--- src/rtl/regfile_dump.sv ---
// Sequential dumper for the regfile debug read port: walks an inclusive wrap-around register
// range and streams each value as a valid/ready beat. Define REGDUMP_CSUM_EN for a trailing XOR checksum beat.
module regfile_dump #(
    parameter int DATA_W = 32,
    parameter int ADDR_W = 5
) (
    input  logic              clk_i,
    input  logic              rst_i,
    input  logic              start_i,
    input  logic [ADDR_W-1:0] first_i,
    input  logic [ADDR_W-1:0] last_i,
    input  logic              abort_i,
    output logic              busy_o,
    output logic              done_o,
    output logic              rd_reg_en_o,
    output logic [ADDR_W-1:0] rd_reg_addr_o,
    input  logic [DATA_W-1:0] rd_reg_data_i,
    output logic              dump_valid_o,
    input  logic              dump_ready_i,
    output logic [DATA_W-1:0] dump_data_o,
    output logic [ADDR_W-1:0] dump_addr_o,
    output logic              dump_last_o
);

`ifdef REGDUMP_CSUM_EN
    typedef enum logic [2:0] {IDLE, READ, SEND, CSUM, DONE} state_t;
`else
    typedef enum logic [1:0] {IDLE, READ, SEND, DONE} state_t;
`endif

    state_t            state_q;
    logic [ADDR_W-1:0] cnt_q;
    logic [ADDR_W-1:0] end_q;
    logic [ADDR_W-1:0] rdAddr_q;
    logic [ADDR_W-1:0] dumpAddr_q;
    logic [DATA_W-1:0] dumpData_q;
    logic              rdEn_q;
    logic              busy_q;
    logic              done_q;
    logic              valid_q;
    logic              last_q;
`ifdef REGDUMP_CSUM_EN
    logic [DATA_W-1:0] acc_q;
`endif

    logic [ADDR_W-1:0] cntInc;
    logic              lastBeat;

    // The counter width is the register index width, so the increment wraps 31 -> 0 by itself.
    assign cntInc   = cnt_q + ADDR_W'(1);
    assign lastBeat = (cnt_q == end_q);

    always_ff @(posedge clk_i) begin
        if (rst_i) begin
            state_q    <= IDLE;
            cnt_q      <= '0;
            end_q      <= '0;
            rdAddr_q   <= '0;
            dumpAddr_q <= '0;
            dumpData_q <= '0;
            rdEn_q     <= 1'b0;
            busy_q     <= 1'b0;
            done_q     <= 1'b0;
            valid_q    <= 1'b0;
            last_q     <= 1'b0;
`ifdef REGDUMP_CSUM_EN
            acc_q      <= '0;
`endif
        end else begin
            done_q   <= 1'b0;
            rdEn_q   <= 1'b0;
            rdAddr_q <= '0;
            case (state_q)
                IDLE: begin
                    if (start_i) begin
                        cnt_q    <= first_i;
                        end_q    <= last_i;
                        rdEn_q   <= 1'b1;
                        rdAddr_q <= first_i;
                        busy_q   <= 1'b1;
                        state_q  <= READ;
`ifdef REGDUMP_CSUM_EN
                        acc_q    <= '0;
`endif
                    end
                end
                READ: begin
                    dumpData_q <= rd_reg_data_i;
                    dumpAddr_q <= cnt_q;
                    valid_q    <= 1'b1;
                    state_q    <= SEND;
`ifdef REGDUMP_CSUM_EN
                    acc_q      <= acc_q ^ rd_reg_data_i;
                    last_q     <= 1'b0;
`else
                    last_q     <= lastBeat;
`endif
                end
                SEND: begin
                    if (dump_ready_i) begin
                        if (!lastBeat) begin
                            valid_q  <= 1'b0;
                            cnt_q    <= cntInc;
                            rdEn_q   <= 1'b1;
                            rdAddr_q <= cntInc;
                            state_q  <= READ;
                        end else begin
`ifdef REGDUMP_CSUM_EN
                            // Checksum beat follows immediately, so valid stays high.
                            dumpData_q <= acc_q;
                            dumpAddr_q <= '0;
                            last_q     <= 1'b1;
                            state_q    <= CSUM;
`else
                            valid_q    <= 1'b0;
                            done_q     <= 1'b1;
                            state_q    <= DONE;
`endif
                        end
                    end
                end
`ifdef REGDUMP_CSUM_EN
                CSUM: begin
                    if (dump_ready_i) begin
                        valid_q <= 1'b0;
                        done_q  <= 1'b1;
                        state_q <= DONE;
                    end
                end
`endif
                DONE: begin
                    busy_q  <= 1'b0;
                    state_q <= IDLE;
                end
                default: begin
                    state_q <= IDLE;
                end
            endcase
            // Abort wins over everything, including a handshake in the same cycle.
            if (abort_i && (state_q != IDLE)) begin
                state_q  <= IDLE;
                busy_q   <= 1'b0;
                valid_q  <= 1'b0;
                done_q   <= 1'b0;
                rdEn_q   <= 1'b0;
                rdAddr_q <= '0;
            end
        end
    end

    assign busy_o        = busy_q;
    assign done_o        = done_q;
    assign rd_reg_en_o   = rdEn_q;
    assign rd_reg_addr_o = rdAddr_q;
    assign dump_valid_o  = valid_q;
    assign dump_data_o   = dumpData_q;
    assign dump_addr_o   = dumpAddr_q;
    assign dump_last_o   = last_q;

endmodule

--- config.mk ---
export PLATFORM = sky130hd
export DESIGN_NAME = regfile_dump
export DESIGN_NICKNAME = d
export VERILOG_FILES = /design/src/rtl/regfile_dump.sv
export SDC_FILE = /design/constraint.sdc
export NUM_CORES = 1
export LEC_CHECK = 0
export ABC_CLOCK_PERIOD_IN_PS = 4000
export CAP_MARGIN = 30
export CORE_MARGIN = 2
export CORE_UTILIZATION = 45
export CTS_CLUSTER_DIAMETER = 40
export CTS_CLUSTER_SIZE = 24
export DETAILED_ROUTE_END_ITERATION = 12
export GPL_TIMING_DRIVEN = 0
export PLACE_DENSITY = 0.86
export SLEW_MARGIN = 20
export SYNTH_ARGS = -nofsm -noshare
export SYNTH_HDL_FRONTEND = slang
export SYNTH_SLANG_ARGS = --single-unit
--- constraint.sdc ---
create_clock -name clk_i -period 4 [get_ports clk_i]
set_clock_uncertainty 0.2 [all_clocks]
set_input_delay 0.8 -clock clk_i [delete_from_list [all_inputs] [get_ports clk_i]]
set_output_delay 0.8 -clock clk_i [all_outputs]
set_load 0.01 [all_outputs]
# After elaboration in Yosys (flattened, before gate mapping)
# Cells that the tools add are included.
[word_totals]
output_inout_bits = 47
word_cells = 55
reg_bits = 59
in_bits = 47
[op_classes]
n_bitwise = 2
addsub = 1
n_eq_ne = 7
n_reduce_logical = 13
muxes = 21
[op_table]
columns = ["op", "n"]
rows = [
  ["two-way mux 5 bit", 6],
  ["case mux 5 bit (2 select lines)", 2],
  ["case mux 2 bit (4 select lines)", 1],
  ["AND reduction 2 bit", 4],
  ["nonzero test 2 bit", 4],
  ["two-way mux 1 bit", 6],
  ["two-way mux 2 bit", 3],
  ["!= test 2 bit (second input constant)", 3],
  ["case mux 1 bit (2 select lines)", 3],
  ["adder 5 x 1 -> 5 bit (second input constant)", 1],
  ["equality test 5 bit", 1],
  ["equality test 2 bit (second input constant)", 2],
  ["AND reduction 4 bit", 1],
  ["OR reduction 4 bit", 1],
  ["equality test 2 x 1 -> 1 bit (second input constant)", 1],
  ["zero test 2 bit", 1],
  ["inverter 1 bit", 2],
  ["OR reduction 2 bit", 1],
  ["logical AND 1 bit", 1],
]

# Longest topological paths before layout
# Gate-level depths: netlist (run 1).
[logic_depth]
word_depth = 4
depth_mapped = 7

# Worst setup path after synthesis (run 1)
# Ideal clock, no wire load.
[synth_path]
path_type = "input to register"
from = "input port dump_ready_i"
to = "register cnt_q[3]"
cell_stages = 4
setup_slack_ns = 2.164
n_path_buf = 0
required_time_ns = 3.708
setup_ns = 0.092
t_arrival_ns = 1.544
path_cell_list = "nand2_1 > a21oi_4 > a21bo_4 > o32ai_1"
[synth_between]
elab_chain_len = 2
[synth_lines]
columns = ["item", "line", "source"]
rows = [
  ["start: declaration", "19", "input logic dump_ready_i,"],
  ["!= test 2 bit (no source line)", "-", ""],
  ["AND reduction 4 bit (no source line)", "-", ""],
  ["end signal: assignment", "76", "cnt_q <= first_i;"],
  ["end signal: assignment", "103", "cnt_q <= cntInc;"],
  ["end: declaration", "32", "logic [ADDR_W-1:0] cnt_q;"],
]
# Every way passes these cells.
# A chain may end at the register's enable or synchronous reset.

# Worst setup path in the final report (run 1)
[layout_path]
from = "input port rst_i"
to = "register cnt_q[3]"
[layout_lines]
columns = ["item", "line", "source"]
rows = [
  ["start: declaration", "8", "input logic rst_i,"],
]
# No word-level cell between the ends.

==> reports/metrics.yaml, run 1 <==
yosys-top-cells-count: "90 x nand2_1, 59 x dfxtp_1, 52 x a21oi_1"
ys_ff_latch: 59
via_per_inst: 4.89
worst_setup_path_start_kind: "input port"
worst-endpoint-arrival_ns: 2.33
synth-edff-count: 0
rsz0062_at_grt: "false"
min_path_type: "flop to flop"
synth_ff_type: "dfxtp_1"
setup_viol: 0
netlist_top_cells_area: "dfxtp_1 50%, nand2_1 14%, a21oi_1 11%, xor2_1 3.0%, o21ai_0 1.7%"
routabilityCongestion: 0.799
period_share: 0.584
path_class: "input port to flop"
overflow: 0
fp.dieH_um: 76.2
grt_pass1_vias: 2149
cts_buffers: 9
grt_pass1_wl_um: 10100
fin_crit_ns: 2.33
grt_max_degree: 11
ys_seq_area_frac: 0.504
wl_um: 6000
initial_core_util: 0.462
cts_tree: "yes"
r2r-start: "cnt_q[0]$_SDFFE_PP0P_"
leakage_nw: 1.32
critPathSlowestCell: "clkdlybuf4s50_1"
yosysUniqueCellTypes: 36
fmax_mhz: 428
cpPeakStageDelay_ns: 0.51
instances_no_fill: 468
critPathMaxFanout: 10
dp.cells: 452
post_cts_buffers: 0
path_common_cell: "clkbuf_1"
hp-start: "dump_data_o[7]$_SDFFE_PP0P_"
post-route-drc-count: 0
required_ns: 3.99
pwr_density_cell_nw_per_um2: 377
cts-hold-fix-buffers: 0
pre_cts_ws_ns: 1.32
crit_family: "buffers and inverters"
syn_nets: 337
num_io_pins: 94
netlist_instances: 289
ant_nets: 0
crit_chain: "clkdlybuf4s50_1 > clkbuf_1 > clkbuf_1 > o32ai_1"
diodes: 0
drtIter0Drc: 74
yosysWarnings: 0
yosysTopAreaCellShare: 0.504
async_flop_share: 0
layout_setup_ws_ns: 1.67
wl_per_cell_um: 12.8
crit_buf_inv: 3
timing.setup.tns_ns: 0
clock_latency_ns: 0.33
antenna_found_initial: 0
end_kind: "flop"
crit_start: "rst_i"
grtUsageTotal: 0.217
placement.io_buffers: 93
cts.clk_slew.worst_paths_ns: 0.06
cts_resized: 0
yosysMostFrequentCell: "nand2_1"
first_pass_iters: 4
peakVddDrop_v: 0.000241
rows: 26
fin_nets: 441
root_buffer: "clkbuf_8"
clkSinkCount: 59
drive_above_1_share: 0.0754
htree_levels: 3
finalHoldViolCount: 0
slew_violations: 0
dieArea_sq_um: 5800
relSlewSlack: 0.668
worst_pin_slew_ns: 0.498
netlist_area_sq_um: 2340
dpl.hpwl_um: 4500
status: "completed"
coreArea_sq_um: 5070
finalPower_mw: 1.33
area_growth_pct: 50.8
cts_buffer_depth: 2
maxCapViolations: 0
synthesis.area_per_instance_sq_um: 8.11
die_w_um: 76.2
vias: 2289
yosysTopAreaCell: "dfxtp_1"
==> final cells by class <==
cell class / count / area (sq um)
inverters: 3 / 11.3
well taps: 70 / 87.6
clock inverters: 2 / 10.0
plain buffers: 20 / 100
fillers: 445 / 1540
repair buffers: 93 / 931
clock buffers: 14 / 163
multi-input cells: 207 / 1050
flip-flops and latches: 59 / 1180
==> per-layer routing <==
metal	up-vias	part of all wire	track usage	wire, um
li1	1164	-	-	-
met2	89	0.48	0.363	2890
met1	1025	0.42	0.257	2520
met3	11	0.082	0.0746	490
met4	0	0.016	0.0873	95
met5	-	0	0	0
==> cells by family (layout without fill, tap and decap cells) <==
family	after synthesis	in the layout	synth area share
AO/OA/AOI/OAI	75	75	0.189
AND/OR/NAND/NOR	122	122	0.220
XOR/XNOR	8	8	0.0299
flip-flops	59	59	0.504
adder cells (fa/ha/maj)	1	1	0.00534
multiplexers	1	1	0.00427
buffers and inverters	23	132	0.0475
==> final timing paths <==
path | to | slack, ns | depth (start not counted)
max | cnt_q[3]$_SDFFE_PP0P_ | 1.67 | 4
min | dump_data_o[7]$_SDFFE_PP0P_ | 0.25 | 2
max reg2reg | rd_reg_addr_o[4]$_SDFF_PP0_ | 2.13 | 6
min reg2reg | dump_data_o[7]$_SDFFE_PP0P_ | 0.25 | 2
==> power breakdown <==
part	internal, mW	switching, mW	total, mW
logic	0.120	0.107	0.226
registers	0.619	0.0183	0.637
clock network	0.257	0.211	0.468
==> placed cells by master (no fill, tap or decap), types with 5 or more instances in the layout <==
master,Yosys,layout
nor2_1,10,10
nand2_1,90,90
dfxtp_1,59,59
clkbuf_8,0,11
nand2b_1,5,5
xor2_1,8,8
clkbuf_1,10,13
o21ai_0,8,8
buf_2,5,5
clkdlybuf4s50_1,0,93
a21oi_1,52,52
nand3_1,5,5
==> state kept, by name, indices dropped and copies added, names as in the netlist <==
signal and flops:
rd_reg_en_o 1, dump_valid_o 1, busy_o 1, end_q 5
rd_reg_addr_o 5, cnt_q 5, dump_last_o 1, done_o 1
dump_addr_o 5, dump_data_o 32, state_q 2
==> metrics by stage <==
step | hold WS, ns | area [sq um] | util
2_1_floorplan | 0.265 | 2340 | -
3_3_place_gp | 0.240 | 3360 | 0.662
3_5_place_dp | 0.247 | 3360 | 0.662
4_1_cts | 0.254 | 3530 | 0.696
5_1_grt | 0.278 | 3530 | 0.696
6_report | 0.253 | 3530 | 0.696
==> tightest hold or removal path, cell delays in order, from the launching register on <==
cell	delay (ns)
dfxtp_1	0.30
nand2_1	0.05
a21oi_1	0.05
Note: power is estimated with default switching activity, not from simulation.
==> run 2: changes to the inputs <==
ABC_CLOCK_PERIOD_IN_PS = 2000   (was 4000)
CORE_UTILIZATION = 39   (was 45)
PLACE_DENSITY = 0.79   (was 0.86)
clock period = 2 ns   (was 4 ns; I/O delays follow)
==> reports/metrics.yaml, run 2 (synthesized netlist as in run 1, its figures left out) <==
cts_tree: "yes"
p_clk_frac: 0.431
root_buffer: "clkbuf_8"
mostFrequentLayoutCells: "93 x clkdlybuf4s50_1, 90 x nand2_1, 58 x dfxtp_1, 52 x a21oi_1"
routabilityCongestion: 0.799
swShare: 0.231
drive_above_1_share: 0.0879
worst-endpoint-arrival_ns: 1.87
grt_pass1_vias: 2132
pwr-share-seq: 0.420
final_common_cell: "clkdlybuf4s50_1"
rsz0062_at_grt: "false"
setup_viol: 0
finalHoldViolCount: 0
holdWs_ns: 0.251
n_fill_cell: 520
first_pass_iters: 5
worst_pin_slew_ns: 0.503
grtUsageTotal: 0.190
multi_input_area_sq_um: 1050
overflow: 0
combPwrFrac: 0.150
grt_max_degree: 11
peakVddDrop_v: 0.000422
slew_violations: 0
rows: 28
clkSinkCount: 59
end_kind: "flop"
pwr_density_cell_nw_per_um2: 840
critPathSlowestCell: "dfxtp_1"
placement.io_buffers: 93
fp.dieH_um: 81.5
diodes: 0
vias: 2284
fmax_mhz: 540
maxCapViolations: 0
use_met3: 0.0604
grt_use_met1: 0.218
period_share: 0.927
initial_core_util: 0.401
cts_buffers: 9
busiest_layer: "met2"
via_per_inst: 4.83
post_cts_buffers: 0
ant_nets: 0
path_class: "flop to flop"
grt_pass1_wl_um: 9480
relSlewSlack: 0.665
grtUsageMet2: 0.310
crit_family: "flip-flops"
switchingPower_mw: 0.700
leakage_nw: 1.35
timing.setup.tns_ns: 0
wl_um: 6090
finalPower_mw: 3.04
dpl.hpwl_um: 4430
antenna_found_initial: 0
htree_levels: 3
cts.clk_slew.worst_paths_ns: 0.06
required_ns: 2.02
crit_chain: "ha_2 > nand3_1 > xor2_1 > nor2_1 > a22oi_1 > a2111oi_2"
crit_buf_inv: 0
fin_nets: 441
min_path_type: "flop to flop"
coreArea_sq_um: 5850
post-route-drc-count: 0
cpPeakStageDelay_ns: 0.44
regArea_sq_um: 1180
largest_reg_flops: 32
die_w_um: 81.5
cts_buffer_depth: 2
area_growth_pct: 54.2
internal_power_mw: 2.34
fin_crit_ns: 1.85
dieArea_sq_um: 6640
num_io_pins: 94
wl_per_cell_um: 12.9
worst_setup_path_start_kind: "flop"
critPathMaxFanout: 5
drtIter0Drc: 113
clock_latency_ns: 0.33
status: "completed"
run 2: layout make-up:
cell class,instances,area share
multi-input cells,207,0.291
clock buffers,11,0.0391
plain buffers,20,0.0280
clock inverters,5,0.0277
flip-flops and latches,59,0.327
repair buffers,93,0.258
well taps,75,0.0260
inverters,3,0.00312
run 2: stage by stage:
step           instances  instance area (sq um)   util  setup WS [ns]
2_1_floorplan        289                   2340      -          0.384
3_3_place_gp         457                   3370  0.576         -0.218
3_5_place_dp         457                   3370  0.576         -0.198
4_1_cts              473                   3610  0.617          0.106
5_1_grt              473                   3610  0.618        0.00261
6_report             473                   3610  0.618          0.147
run 2: worst paths after layout:
| kind | slack, ns | endpoint | startpoint | depth (start not counted) |
|---|---|---|---|---|
| hold / removal | 0.25 | dump_data_o[3]$_SDFFE_PP0P_ | dump_data_o[3]$_SDFFE_PP0P_ | 2 |
| hold reg to reg | 0.25 | dump_data_o[3]$_SDFFE_PP0P_ | dump_data_o[3]$_SDFFE_PP0P_ | 2 |
| setup reg to reg | 0.15 | rd_reg_addr_o[4]$_SDFF_PP0_ | cnt_q[1]$_SDFFE_PP0P_ | 6 |
| setup / recovery | 0.15 | rd_reg_addr_o[4]$_SDFF_PP0_ | cnt_q[1]$_SDFFE_PP0P_ | 6 |
run 2: layer usage:
layer / wire, um / up-vias
li1: - / 1169
met1: 2640 / 1022
met2: 2800 / 78
met3: 483 / 15
met4: 160 / 0
met5: 0 / -
run 2: power by group through the flow:
stage / logic [mW] / registers, mW / clock network [mW]
floorplan: 0.196 / 1.32 / 0
global placement: 0.446 / 1.30 / 0
CTS: 0.456 / 1.27 / 1.34
detailed placement: 0.452 / 1.30 / 0
finish: 0.454 / 1.27 / 1.31
global route: 0.500 / 1.28 / 1.39
run 2: what timing repair did:
action / in CTS / in global routing
resized for setup: 0 / 4
hold buffers: 0 / 0
endpoints found under the setup margin: 0 / 2
endpoints found under the hold margin: 0 / 0
run 2: worst reg2reg max path: stages (launching register included):
cell and delay [ns]:
dfxtp_1 0.44, ha_2 0.26, nand3_1 0.15, xor2_1 0.18
nor2_1 0.12, a22oi_1 0.09, a2111oi_2 0.30
==> run 3: changes to the inputs <==
CTS_CLUSTER_DIAMETER = 30   (was 40)
==> results of run 3 <==
Final layout, timing and power as in run 2 (identical DEF).
